--- config.mk ---
export PLATFORM = sky130hd
export DESIGN_NAME = bitplane_context_gen
export DESIGN_NICKNAME = d
export VERILOG_FILES = /design/src/rtl/bitplane_context_gen.sv
export SDC_FILE = /design/constraint.sdc
export NUM_CORES = 1
export LEC_CHECK = 0
export CORE_MARGIN = 1
export CORE_UTILIZATION = 55
export DETAILED_ROUTE_END_ITERATION = 7
export PLACE_DENSITY_LB_ADDON = 0.05
export SLEW_MARGIN = 20
export SYNTH_ARGS = -nofsm -noshare
export SYNTH_HDL_FRONTEND = slang
export SYNTH_SLANG_ARGS = --single-unit
--- constraint.sdc ---
create_clock -name clk -period 6.7 [get_ports clk]
set_input_delay 1.005 -clock clk [delete_from_list [all_inputs] [get_ports clk]]
set_output_delay 1.005 -clock clk [all_outputs]
set_load 0.03 [all_outputs]
--- src/rtl/bitplane_context_gen.sv ---
// -----------------------------------------------------------------------------
// bitplane_context_gen
//
// Purpose:
//   Takes one 3x3 window of sign-magnitude coefficients and scans the centre
//   coefficient from bitplane TOP_PLANE down to 0. It emits one coding symbol
//   per accepted cycle. Each symbol carries the centre bit at that plane and
//   its significance/refinement/sign flags. It also carries a 0..8
//   significance context built from the eight neighbours. The context table
//   used depends on the subband orientation.
//
// Ports:
//   clk, rst                    clock; asynchronous active-high reset
//   bitplane_input_valid        a window is presented on bitplane_data0..8
//   bitplane_data0..8 [15:0]    window in raster order, data4 = centre;
//                               bit15 = sign, bits14:0 = magnitude
//   subband [2:0]               0=LL 1=LH 3=HL 4=HH (others behave as LL)
//   bitplane_code_ready         registered; block is idle and takes a window
//   code_accept                 downstream consumes the current symbol
//   code_valid                  a symbol is being presented
//   code_bit/sign/newsig/refine symbol payload
//   code_context [3:0]          neighbourhood context 0..8
//   code_plane [3:0]            bitplane of this symbol
//   code_subband [2:0]          subband latched with the window
//   code_last                   symbol for plane 0 (end of this window)
// -----------------------------------------------------------------------------
module bitplane_context_gen #(
  parameter int TOP_PLANE = 14
) (
  input  logic        clk,
  input  logic        rst,
  input  logic        bitplane_input_valid,
  input  logic [15:0] bitplane_data0,
  input  logic [15:0] bitplane_data1,
  input  logic [15:0] bitplane_data2,
  input  logic [15:0] bitplane_data3,
  input  logic [15:0] bitplane_data4,
  input  logic [15:0] bitplane_data5,
  input  logic [15:0] bitplane_data6,
  input  logic [15:0] bitplane_data7,
  input  logic [15:0] bitplane_data8,
  input  logic [2:0]  subband,
  output logic        bitplane_code_ready,
  input  logic        code_accept,
  output logic        code_valid,
  output logic        code_bit,
  output logic        code_sign,
  output logic        code_newsig,
  output logic        code_refine,
  output logic [3:0]  code_context,
  output logic [3:0]  code_plane,
  output logic [2:0]  code_subband,
  output logic        code_last
);

  typedef enum logic {
    IDLE = 1'b0,
    SCAN = 1'b1
  } state_t;

  localparam logic [2:0] SB_HL = 3'd3;
  localparam logic [2:0] SB_HH = 3'd4;

  state_t      state_q, state_d;
  logic        ready_q, ready_d;
  logic [3:0]  plane_q, plane_d;
  logic [14:0] mag_q [9];
  logic        sign_q;
  logic [2:0]  sb_q;
  logic        capture;

  logic [14:0] win_mag [9];

  assign win_mag[0] = bitplane_data0[14:0];
  assign win_mag[1] = bitplane_data1[14:0];
  assign win_mag[2] = bitplane_data2[14:0];
  assign win_mag[3] = bitplane_data3[14:0];
  assign win_mag[4] = bitplane_data4[14:0];
  assign win_mag[5] = bitplane_data5[14:0];
  assign win_mag[6] = bitplane_data6[14:0];
  assign win_mag[7] = bitplane_data7[14:0];
  assign win_mag[8] = bitplane_data8[14:0];

  // Only the centre sign is ever coded; neighbour signs are unused.
  logic unused_sign_bits;
  assign unused_sign_bits = ^{bitplane_data0[15], bitplane_data1[15], bitplane_data2[15],
                              bitplane_data3[15], bitplane_data5[15], bitplane_data6[15],
                              bitplane_data7[15], bitplane_data8[15]};

  // A coefficient is significant at plane p once any bit above p is set.
  function automatic logic sig_at(input logic [14:0] m, input logic [3:0] p);
    logic [15:0] ext;
    ext = {1'b0, m};
    return (ext >> ({1'b0, p} + 5'd1)) != 16'd0;
  endfunction

  // LL/LH table; HL reuses it with the horizontal and vertical counts swapped.
  function automatic logic [3:0] ctx_lh(input logic [1:0] h, input logic [1:0] v,
                                        input logic [2:0] d);
    if (h == 2'd2)                        return 4'd8;
    else if (h == 2'd1) begin
      if (v != 2'd0)                      return 4'd7;
      else if (d != 3'd0)                 return 4'd6;
      else                                return 4'd5;
    end
    else if (v == 2'd2)                   return 4'd4;
    else if (v == 2'd1)                   return 4'd3;
    else if (d >= 3'd2)                   return 4'd2;
    else if (d == 3'd1)                   return 4'd1;
    else                                  return 4'd0;
  endfunction

  // HH is driven mainly by the diagonals, then by the combined h+v count.
  function automatic logic [3:0] ctx_hh(input logic [1:0] h, input logic [1:0] v,
                                        input logic [2:0] d);
    logic [2:0] s;
    s = {1'b0, h} + {1'b0, v};
    if (d >= 3'd3)                        return 4'd8;
    else if (d == 3'd2)                   return (s != 3'd0) ? 4'd7 : 4'd6;
    else if (d == 3'd1) begin
      if (s >= 3'd2)                      return 4'd5;
      else if (s == 3'd1)                 return 4'd4;
      else                                return 4'd3;
    end
    else if (s >= 3'd2)                   return 4'd2;
    else if (s == 3'd1)                   return 4'd1;
    else                                  return 4'd0;
  endfunction

  // ---------------------------------------------------------------------------
  // Next-state logic
  // ---------------------------------------------------------------------------
  always_comb begin
    // NOTE: every signal assigned here gets a default first so no path leaves
    // it unassigned, which would otherwise infer a latch.
    state_d = state_q;
    plane_d = plane_q;
    capture = 1'b0;
    case (state_q)
      IDLE: begin
        if (ready_q && bitplane_input_valid) begin
          capture = 1'b1;
          state_d = SCAN;
          plane_d = 4'(TOP_PLANE);
        end
      end
      SCAN: begin
        if (code_accept) begin
          if (plane_q == 4'd0) state_d = IDLE;
          else                 plane_d = plane_q - 4'd1;
        end
      end
      default: state_d = IDLE;
    endcase
    // Ready is a register that tracks the state being entered, so it rises
    // together with the return to IDLE and on the first edge after reset.
    ready_d = (state_d == IDLE);
  end

  // ---------------------------------------------------------------------------
  // State and window registers
  // ---------------------------------------------------------------------------
  // NOTE: sequential state uses non-blocking assignments only, so every
  // register samples pre-edge values regardless of statement order.
  always_ff @(posedge clk or posedge rst) begin
    if (rst) begin
      state_q <= IDLE;
      ready_q <= 1'b0;
      plane_q <= 4'd0;
      sign_q  <= 1'b0;
      sb_q    <= 3'd0;
      // NOTE: the window store is reset as well. It is only nine words, and
      // clearing it keeps a discarded window from leaking into later symbols.
      for (int i = 0; i < 9; i++) mag_q[i] <= '0;
    end else begin
      state_q <= state_d;
      ready_q <= ready_d;
      plane_q <= plane_d;
      if (capture) begin
        for (int i = 0; i < 9; i++) mag_q[i] <= win_mag[i];
        sign_q <= bitplane_data4[15];
        sb_q   <= subband;
      end
    end
  end

  assign bitplane_code_ready = ready_q;

  // ---------------------------------------------------------------------------
  // Symbol generation (purely from registers, so it holds while stalled)
  // ---------------------------------------------------------------------------
  logic       in_scan;
  logic       cen_refine, cen_bit;
  logic [1:0] cnt_h, cnt_v;
  logic [2:0] cnt_d;

  assign in_scan    = (state_q == SCAN);
  assign cen_refine = sig_at(mag_q[4], plane_q);
  assign cen_bit    = mag_q[4][plane_q];
  assign cnt_h      = {1'b0, sig_at(mag_q[3], plane_q)} + {1'b0, sig_at(mag_q[5], plane_q)};
  assign cnt_v      = {1'b0, sig_at(mag_q[1], plane_q)} + {1'b0, sig_at(mag_q[7], plane_q)};
  assign cnt_d      = {2'b0, sig_at(mag_q[0], plane_q)} + {2'b0, sig_at(mag_q[2], plane_q)}
                    + {2'b0, sig_at(mag_q[6], plane_q)} + {2'b0, sig_at(mag_q[8], plane_q)};

  always_comb begin
    code_valid   = 1'b0;
    code_bit     = 1'b0;
    code_sign    = 1'b0;
    code_newsig  = 1'b0;
    code_refine  = 1'b0;
    code_context = 4'd0;
    code_plane   = 4'd0;
    code_subband = 3'd0;
    code_last    = 1'b0;
    if (in_scan) begin
      code_valid   = 1'b1;
      code_bit     = cen_bit;
      code_refine  = cen_refine;
      code_newsig  = !cen_refine && cen_bit;
      code_sign    = (!cen_refine && cen_bit) ? sign_q : 1'b0;
      code_plane   = plane_q;
      code_subband = sb_q;
      code_last    = (plane_q == 4'd0);
      case (sb_q)
        SB_HL:   code_context = ctx_lh(cnt_v, cnt_h, cnt_d);
        SB_HH:   code_context = ctx_hh(cnt_h, cnt_v, cnt_d);
        default: code_context = ctx_lh(cnt_h, cnt_v, cnt_d);
      endcase
    end
  end

endmodule
### Word-level counts from Yosys, hierarchy flattened

Cells that the tools add are included.

* register bits: 145
* output and inout bits: 18

* equal/unequal tests: 12
* $lt $le $gt $ge: 4
* add/subtract/negate cells: 8
* reduce and logical (&&, ||, !) cells: 18
* bitwise logic cells: 2
* shifts and indexed selects: 9
* mux-type cells: 43

Operator list (number)
* 16-bit nonzero test: 9
* 15-bit by 5-bit right shift with 16-bit output: 9
* 4-bit 2-to-1 mux: 15
* 4-bit case mux with 2 select lines: 2
* 1-bit 2-to-1 mux: 15
* 3-bit 2-to-1 mux: 4
* 2-bit 2-to-1 mux: 5
* 3-bit by 2-bit >= comparator with 1-bit output, second input constant: 3
* 1-bit by 1-bit adder with 2-bit output: 3
* 3-bit by 1-bit equality test with 1-bit output, second input constant: 2
* 3-bit by 2-bit equality test with 1-bit output, second input constant: 2
* 2-bit != test, second input constant: 3
* 3-bit nonzero test: 2
* 4-bit by 1-bit adder with 5-bit output, second input constant: 1
* 4-bit by 5-bit less-than comparator with 1-bit output, second input constant: 1
* 1-bit binary-select mux with 4-bit select: 1
* 2-bit by 1-bit equality test with 1-bit output, second input constant: 2
* 2-bit equality test, second input constant: 2
* 4-bit zero test: 1
* 2-bit nonzero test: 2
* 4-bit by 1-bit subtractor with 4-bit output, second input constant: 1
* 2-bit by 1-bit adder with 3-bit output: 1
* 2-bit by 2-bit adder with 3-bit output: 1
* 3-bit by 1-bit adder with 3-bit output: 1
* other kinds (6): 8

### Depth between registers and ports, before layout

* word-level depth: 15
* mapped depth: 18
* depth with buffers taken out: 14

### Least setup slack after synthesis

OpenSTA, ideal clock, no wires.

* path kind: register to output
* start: register plane_q[0]
* end: output port code_context[1]
* cell stages (with the launch flop): 19
* arrival time: 4282 ps
* path slack: 1413 ps
* data required time: 5695 ps
* cell sequence: dfrtp_1 -> buf_6 -> buf_6 -> buf_6 -> buf_6 -> a211oi_2 -> nor2_1 -> a2111oi_0 -> o211ai_1 -> fa_1 -> ha_1 -> inv_1 -> ha_1 -> clkbuf_1 -> nor2_1 -> nand2_1 -> o32ai_1 -> o21ai_0 -> a311oi_1

* cells in the longest elaborated chain, start to end: 14

Ends and longest elaborated chain
* start: declaration: line 66 `logic [3:0] plane_q, plane_d;`
* start signal: assignment: line 178 `plane_q <= plane_d;`
* 4-bit by 1-bit adder with 5-bit output (*): line 94 `return (ext >> ({1'b0, p} + 5'd1)) != 16'd0;`
* 15-bit by 5-bit right shift with 16-bit output: line 94
* 16-bit nonzero test: line 94
* 1-bit by 1-bit adder with 2-bit output: line 202 `assign cnt_d = {2'b0, sig_at(mag_q[0], plane_q)} + {2'b0, sig_at(mag_q[2], plane_q)}`
* 2-bit by 1-bit adder with 3-bit output: line 203 `+ {2'b0, sig_at(mag_q[6], plane_q)} + {2'b0, sig_at(mag_q[8], plane_q)};`
* 3-bit by 1-bit adder with 3-bit output: line 203
* 3-bit by 2-bit >= comparator with 1-bit output: line 108 `else if (d >= 3'd2) return 4'd2;`
* 2-bit 2-to-1 mux: line 108
* 4-bit 2-to-1 mux or 2-bit 2-to-1 mux (tied branches): line 107 `else if (v == 2'd1) return 4'd3;`
* 4-bit 2-to-1 mux or 3-bit 2-to-1 mux (tied branches): line 106 `else if (v == 2'd2) return 4'd4;`
* 4-bit 2-to-1 mux: line 101 `else if (h == 2'd1) begin`
* 4-bit 2-to-1 mux: line 100 `if (h == 2'd2) return 4'd8;`
* 4-bit case mux with 2 select lines (*): line 224 `case (sb_q)`
* 4-bit 2-to-1 mux (*): line 215 `if (in_scan) begin`
* end: declaration: line 50 `output logic [3:0] code_context,`

Mark *: on every way between the ends. The rest lies on a longest branch, timed or not.

### Worst setup path after layout

* start: register plane_q[0]
* end: output port code_context[0]

* cells in the longest elaborated chain, start to end: 15

Ends and longest elaborated chain (line)
* 4-bit by 1-bit adder with 5-bit output (*): 94
* parallel branches: the longest is 12 deep, another holds 2-bit by 1-bit adder with 3-bit output
* 4-bit case mux with 2 select lines (*): 224
* 4-bit 2-to-1 mux (*): 215

Every way passes the cells marked *.

==> results.cfg <==
[floorplan]
core-area_mm2 = 0.01272
rows = 41
die_width_um = 116.8
start_util = 0.5701
die_h_um = 116.8
die_area_mm2 = 0.01365
pin_count = 169

[setup_path]
path_max_fanout = 29
r2r-end = plane_q[3]
endpoint = code_context[0]
startpoint = plane_q[0]
cp.arrival_ns = 5.33
reg2regPathDepth = 6
rrSetupSlack_ns = 3.72
cp-start-kind = register
critPathKind = reg2out
end_kind = output port
worstPathRequired_ns = 5.69
r2r-start = in_scan

[yosys]
yosys-top-cells-area = dfrtp_1 47%, mux2_2 22%, a21oi_1 2.7%
synth_fp_nets = 780
syn_avg_cell_area_um2 = 11.76
synth_edf_count = 0
yosys_warnings = 0
synth_top_area_frac = 0.4727
yosysTopAreaCell = dfrtp_1
yosys.cell_types.count = 62
syn_area_mm2 = 0.007253
async_flop_share = 1.000
synth_top_flop_cell = dfrtp_1
synth-seq-cells = 137
ys_seq_area_frac = 0.4727
synth_cells = 617

[clock_network]
hold_buffers = 0
root_buffer = clkbuf_16
h-tree-depth = 4
clk_latency_ns = 0.43
cts_tree = built
cts_setup_buffers = 0
cts_buffers = 17
clk_pin_slew_worst_paths_ns = 0.06
cts.sinks = 137
clock_path_buffers = 2
cts_resized = 0

[timing]
tns_ns = 0
layout_min_cycle_time_ns = 6.336
setup_viol = 0
fmax_ghz = 0.1578
finalHoldViolCount = 0
clock_skew_ns = 0.006251
grt_setup_unrepaired = false
slew_violations = 0
period_share = 0.9456
maxSlewHeadroom = 0.3697
tightest_slew_ns = 0.9454

[hold_path]
holdCritPathClass = reg2reg

[grt]
grt_pass1_wl_mm = 27.73
grt_use_total = 0.2726
globalRouteOverflowTotal = 0
grt_max_degree = 122
antenna_found_initial = 0
grt_pass1_vias = 5512

[flow_run]
cap_violations = 0

[route]
first_pass_iters = 5
wire_per_inst_um = 18.50
vias = 5504
route.met3.wl_mm = 1.088
top_layer = met4
drc = 0
vias_per_cell = 5.837
wl_met2_mm = 8.581
detail-route-antenna-nets = 0
wl_met1_mm = 7.422
drt_first_iter_violations = 481
drt_wl_total_mm = 17.44

[power_and_ir_drop]
p_int_mw = 3.159
p_per_area_mw_per_mm2 = 578.1
power_frac_seq = 0.282
leakage_nw = 3.979
p_sw_mw = 2.314
pwr-share-clk = 0.171
power.share.switching = 0.4228
peakVddDrop_uv = 378.6
p_comb_frac = 0.547

[layout]
drive_gt1_frac = 0.2581
design_area_mm2 = 0.009465
antenna_cells = 0
final_nets = 921
syn_to_final_growth_pct = 30.50

[placed_design]
io_buffers = 152
gp_congestion = 0.9092
placed_area_mm2 = 0.008871
hpwl_mm = 12.09

[status]
run_status = finished clean
-- per-stage QoR --
| step | cells | total power, mW | utilization | hold slack [ns] | setup WS [ns] |
|---|---|---|---|---|---|
| after floorplan | 617 | 3.658 | - | 0.4706 | 1.413 |
| after global placement | 911 | 4.327 | 0.6973 | 0.4832 | 0.8555 |
| after detailed placement | 911 | 4.475 | 0.6973 | 0.4934 | 0.7142 |
| after CTS | 943 | 5.446 | 0.7438 | 0.5067 | 0.2622 |
| after global routing | 943 | 5.826 | 0.7440 | 0.5154 | 0.1439 |
| final | 943 | 5.472 | 0.7440 | 0.5048 | 0.3643 |
-- how the worst min path moves through the flow --
stage	end	slack, ns	from	cells past startpoint
after floorplan	sign_q	0.47	sign_q	1
after global placement	sign_q	0.48	sign_q	1
after detailed placement	mag_q[47]	0.49	mag_q[47]	1
after CTS	mag_q[47]	0.51	mag_q[47]	1
after global routing	mag_q[46]	0.52	mag_q[46]	1
final	mag_q[47]	0.50	mag_q[47]	1
-- layer usage --
layer,vias up,global-route usage
li1,2585,-
met1,2701,0.3380
met2,183,0.4525
met3,35,0.07673
met4,0,0.1089
met5,-,0
-- cell type report --
type                       count  area (um^2)
multi-input combinational    424         3542
sequential                   137         3432
fill                         936         3257
timing repair buffer         162         1619
clock buffer                  21        470.5
tap                          172        215.2
clock inverter                11        121.4
inverter                      16        65.06
-- kinds of logic (layout without fill, tap and decap cells) --
family / Yosys count / after routing / synth area share
AOI/OAI and AO/OA: 158 / 158 / 0.1527
muxes: 150 / 150 / 0.2353
DFF: 137 / 137 / 0.4727
and+or+nand+nor: 103 / 103 / 0.07642
buffers and inverters: 56 / 210 / 0.03899
adders and majority gates: 12 / 12 / 0.02277
xor gates and xnor gates: 1 / 1 / 0.001208
-- flip-flops by register name (all words and copies together), names as in the netlist --
signal / cells
plane_q: 4
sign_q: 1
bitplane_code_ready: 1
mag_q: 127
in_scan: 1
sb_q: 3
-- Yosys cell counts (5+ instances only) --
| cell type | number |
|---|---|
| mux2_2 | 139 |
| dfrtp_1 | 137 |
| a21oi_1 | 39 |
| o21ai_0 | 30 |
| buf_2 | 25 |
| nor2b_1 | 23 |
| nand2_1 | 20 |
| nor2_1 | 15 |
| inv_1 | 14 |
| a211oi_1 | 13 |
| ha_1 | 10 |
| and2_1 | 9 |
| a31oi_1 | 8 |
| clkbuf_1 | 8 |
| nand3_1 | 8 |
| o211ai_1 | 8 |
| a221oi_1 | 5 |
| buf_6 | 5 |
| mux2_1 | 5 |
| nand2b_1 | 5 |
| nor3_1 | 5 |
| o221ai_1 | 5 |
-- placed cells by master, fill, tap and decap left out, drive strengths merged, types with 4 or more instances in the layout --
cell             n
ha              10
o32ai            4
nor2            15
mux2i            4
o21ai           34
a31oi            8
o221ai           5
a211oi          17
nor2b           23
and2            10
nand2           20
buf             11
clkbuf          21
mux2           144
a21oi           39
nand4            4
nor3             5
nand2b           5
clkinv           7
dfrtp          137
a2111oi          5
inv             16
nand3            8
clkdlybuf4s50  151
o211ai           9
a221oi           5
-- power by group through the flow --
| stage | Clock (mW) | Sequential (mW) | Combinational (mW) |
|---|---|---|---|
| 3_5_place_dp | 0 | 1.55 | 2.93 |
| 5_1_grt | 0.986 | 1.60 | 3.24 |
| 2_1_floorplan | 0 | 1.42 | 2.24 |
| 3_3_place_gp | 0 | 1.53 | 2.80 |
| 6_report | 0.934 | 1.54 | 2.99 |
| 4_1_cts | 0.946 | 1.54 | 2.96 |
-- critical path, cell delays in order (launching register included) --
cell and delay [ns]:
dfrtp_4 0.65, nand2_1 0.35, a221oi_1 0.32, o21ai_0 0.14, o21ai_0 0.20, a22oi_1 0.15, fa_1 0.53, ha_1 0.16
inv_1 0.05, ha_1 0.40, a2111oi_0 0.59, o21ai_0 0.23, a311oi_1 0.39, clkdlybuf4s50_1 0.74
No activity file was read; power rests on OpenSTA's default activity.
